===== config.mk =====
export PLATFORM = sky130hd
export DESIGN_NAME = register_file
export DESIGN_NICKNAME = d
export VERILOG_FILES = /design/src/rtl/register_file.sv
export SDC_FILE = /design/constraint.sdc
export NUM_CORES = 1
export LEC_CHECK = 0
export BUFFER_PORTS_ARGS = -buffer_cell sky130_fd_sc_hd__buf_2
export CORE_MARGIN = 2
export CORE_UTILIZATION = 30
export CTS_CLUSTER_DIAMETER = 50
export CTS_CLUSTER_SIZE = 20
export DETAILED_ROUTE_END_ITERATION = 6
export GPL_TIMING_DRIVEN = 0
export SLEW_MARGIN = 20
export SYNTH_ARGS = -nofsm -noshare
export SYNTH_HDL_FRONTEND = slang
export SYNTH_SLANG_ARGS = --single-unit

===== constraint.sdc =====
create_clock -name clk -period 2.9 [get_ports clk]
set_clock_uncertainty 0.1 [all_clocks]
set_input_delay 0.29 -clock clk [delete_from_list [all_inputs] [get_ports clk]]
set_output_delay 0.29 -clock clk [all_outputs]
set_load 0.02 [all_outputs]

===== src/rtl/register_file.sv =====
// 8 x 8 register file: one synchronous write port, two async read ports.
// Ports: clk, rst (sync, active-high), we/write_addr/write_data (write),
//        read_addr1/read_data1, read_addr2/read_data2 (combinational reads).
module register_file #(
  parameter int DATA_WIDTH = 8,
  parameter int ADDR_WIDTH = 3,
  parameter int DEPTH      = 8
) (
  input  logic                  clk,
  input  logic                  rst,
  input  logic                  we,
  input  logic [ADDR_WIDTH-1:0] write_addr,
  input  logic [DATA_WIDTH-1:0] write_data,
  input  logic [ADDR_WIDTH-1:0] read_addr1,
  input  logic [ADDR_WIDTH-1:0] read_addr2,
  output logic [DATA_WIDTH-1:0] read_data1,
  output logic [DATA_WIDTH-1:0] read_data2
);

  logic [DATA_WIDTH-1:0] regs_q [DEPTH];
  logic [DEPTH-1:0]      wr_sel;

  // One-hot write select; all zero when we is low.
  always_comb begin
    wr_sel = '0;
    if (we) begin
      wr_sel[write_addr] = 1'b1;
    end
  end

  // Per-entry storage; rst wins over a write in the same cycle.
  for (genvar i = 0; i < DEPTH; i++) begin : g_reg
    always_ff @(posedge clk) begin
      if (rst) begin
        regs_q[i] <= '0;
      end else if (wr_sel[i]) begin
        regs_q[i] <= write_data;
      end
    end
  end

  // No write bypass: reads see the value before the edge.
  assign read_data1 = regs_q[read_addr1];
  assign read_data2 = regs_q[read_addr2];

endmodule


==> metrics <==
biggest regs regs_q (64); number of library cell types mapped by synthesis 17; final WL 8980 µm; CTS Buf Count 9; global-route wire length before repair 13600 µm; Adder-Cell Fraction of Synth Area 0; RSZ-0062 raised after global routing no; violation count after the first detailed-routing iteration 116; CTS tree done; compound-gate portion of the synthesized area 0.0170; Final nets 284; PortBufs 29; Post-Synth XOR/XNOR Area 0; layout cell share with drive strength beyond 1 0.279; num rows 39; total negative slack 0 ns; syn nets 244; CP Class primary input to output port; cell area after layout 4150 µm²; Largest Register regs_q; initial antenna violation count 0; vias per std cell 5.39; First-pass DRT Iterations 5; worst rel slew slack 0.367; antenna cell count 0; H-tree depth 3; initial core utilization 0.308; Placed Area 3860 µm²; Die H 113 µm; Crit path required time 2.51 ns; clock-pin slew on the worst setup and hold paths 0.05 ns; GR Overflow Total 0; clk root buf clkbuf_16; crit-path max FO 10; vias in the first global route 2348; Die Width 113 µm; Post-DRT Antenna Nets 0; synth-to-layout area growth 17.3%; crit path launch type primary input; Mapped Cells 224; Final Wtd Congestion 0.803; core box area 11500 µm²; minimum clock period 2.22 ns; Max-Cap Viols 0; drt drc 0; WP data arrival 1.83 ns; status complete, no violations; Achievable Freq 450 MHz; Yosys warning total 0; PD cells 604 nW/µm²; Mapped Area 3530 µm²; Min-Delay Path Depth 3; syn avg cell area 15.8 µm²; Leak 1.42 nW; Slew Viols, Final 0; WHS Endpoint regs_q[3][5]; die area 12700 µm²; WL/cell 21.8 µm; GRT Resource Usage Total 0.148; hold_buf cts 0; cts repair resizes 0; total number of vias 2221; worst hold path type primary input to flop; largest net degree at the start of global routing 12; Final Hold Fails 0; Seq cells post-synth 64; Setup Buffers After CTS 0; worst hold slack 0.349 ns; Yosys top cell area share 0.544; Finish-stage setup viols 0; num ports 36; Simple-Gate Fraction of Synth Area 0.104; Synth area leaders edfxtp_1 54%, mux4_1 22%, nor3_1 9.1%; Seq/Total Area, Yosys 0.544; Tcrit/Tclk final 0.766; hpwl dp 6320 µm; HP Start write_data[5]; Clock Path Buffers 2; Largest register FFs 64; maximum vdd drop 335 µV; largest area contributor in the netlist edfxtp_1; Clock Sinks 64; Slew @ Worst Pin 0.948 ns; largest family of logic cells by synthesized area multiplexers; crit end category output port; mux cell area share after synthesis 0.286
routing by layer:
metal / routed length (µm) / part of all wire / up-vias / track usage
met4: 136 / 0.015 / 0 / 0.0553
met1: 3750 / 0.42 / 1120 / 0.189
met5: 0 / 0 / - / 0
li1: - / - / 1018 / -
met2: 4630 / 0.52 / 75 / 0.248
met3: 455 / 0.051 / 8 / 0.0308
cells in the mapped netlist:
library cell / count
or2_2: 1
buf_1: 4
edfxtp_1: 64
buf_2: 5
nor3_1: 64
nand3b_1: 1
mux4_2: 3
mux4_1: 29
buf_12: 2
buf_6: 2
clkbuf_1: 11
o21bai_1: 8
nand2_1: 2
mux2_2: 16
or3b_2: 1
nand2b_1: 3
clkinv_1: 8
per-stage QoR:
| stage | std cells | utilization | setup slack, ns | total power [mW] |
|---|---|---|---|---|
| global route | 412 | 0.362 | 0.589 | 2.58 |
| finish | 412 | 0.362 | 0.678 | 2.50 |
| CTS | 412 | 0.362 | 0.647 | 2.51 |
| global placement | 396 | 0.336 | 0.410 | 1.47 |
| detailed placement | 396 | 0.336 | 0.352 | 1.48 |
| floorplan | 224 | - | 1.01 | 1.36 |
critical path, cell delays in order:
cell and delay (ns):
clkbuf_1 0.37, buf_2 0.36, mux4_2 0.37, mux2_2 0.28, buf_2 0.16
placed cells by master (no fill, tap or decap):
master | Yosys | routed
nor3_1 | 64 | 64
edfxtp_1 | 64 | 64
buf_2 | 5 | 34
mux4_1 | 29 | 29
mux2_2 | 16 | 16
clkbuf_1 | 11 | 11
clkbuf_16 | 0 | 9
o21bai_1 | 8 | 8
clkinv_1 | 8 | 8
clkinv_2 | 0 | 5
buf_1 | 4 | 4
mux4_2 | 3 | 3
nand2b_1 | 3 | 3
buf_6 | 2 | 2
buf_12 | 2 | 2
nand2_1 | 2 | 2
or2_2 | 1 | 1
nand3b_1 | 1 | 1
or3b_2 | 1 | 1
clkinvlp_4 | 0 | 1
bufinv_16 | 0 | 1
power breakdown:
| part | internal (mW) | switching, mW | total [mW] |
|---|---|---|---|
| clock | 0.656 | 0.388 | 1.04 |
| combinational | 0.152 | 0.199 | 0.351 |
| sequential | 1.08 | 0.0263 | 1.11 |
how the worst max path moves through the flow:
stage	from	end	slack, ns	cells after the start
global route	write_addr[1]	regs_q[1][1]	0.59	5
detailed placement	write_addr[1]	regs_q[0][2]	0.35	5
floorplan	write_addr[1]	regs_q[1][0]	1.01	4
finish	read_addr2[2]	read_data2[6]	0.68	5
global placement	write_addr[1]	regs_q[0][2]	0.41	5
CTS	read_addr2[2]	read_data2[6]	0.65	5
cells by family after synthesis:
kind of cell    after synthesis
flops                        64
mux                          48
buf+inv                      32
compound gates                8
simple gates                 72
layout make-up:
class                      instances  area, µm²
buffer                            24        144
clock buffer                       9        225
clock inverter                     7       62.6
fill                            1078       7320
inverter                           8       30.0
multi-input combinational        128       1440
sequential                        64       1920
tap                              143        179
timing repair buffer              29        145
Note: power is estimated with default switching activity, not from simulation.
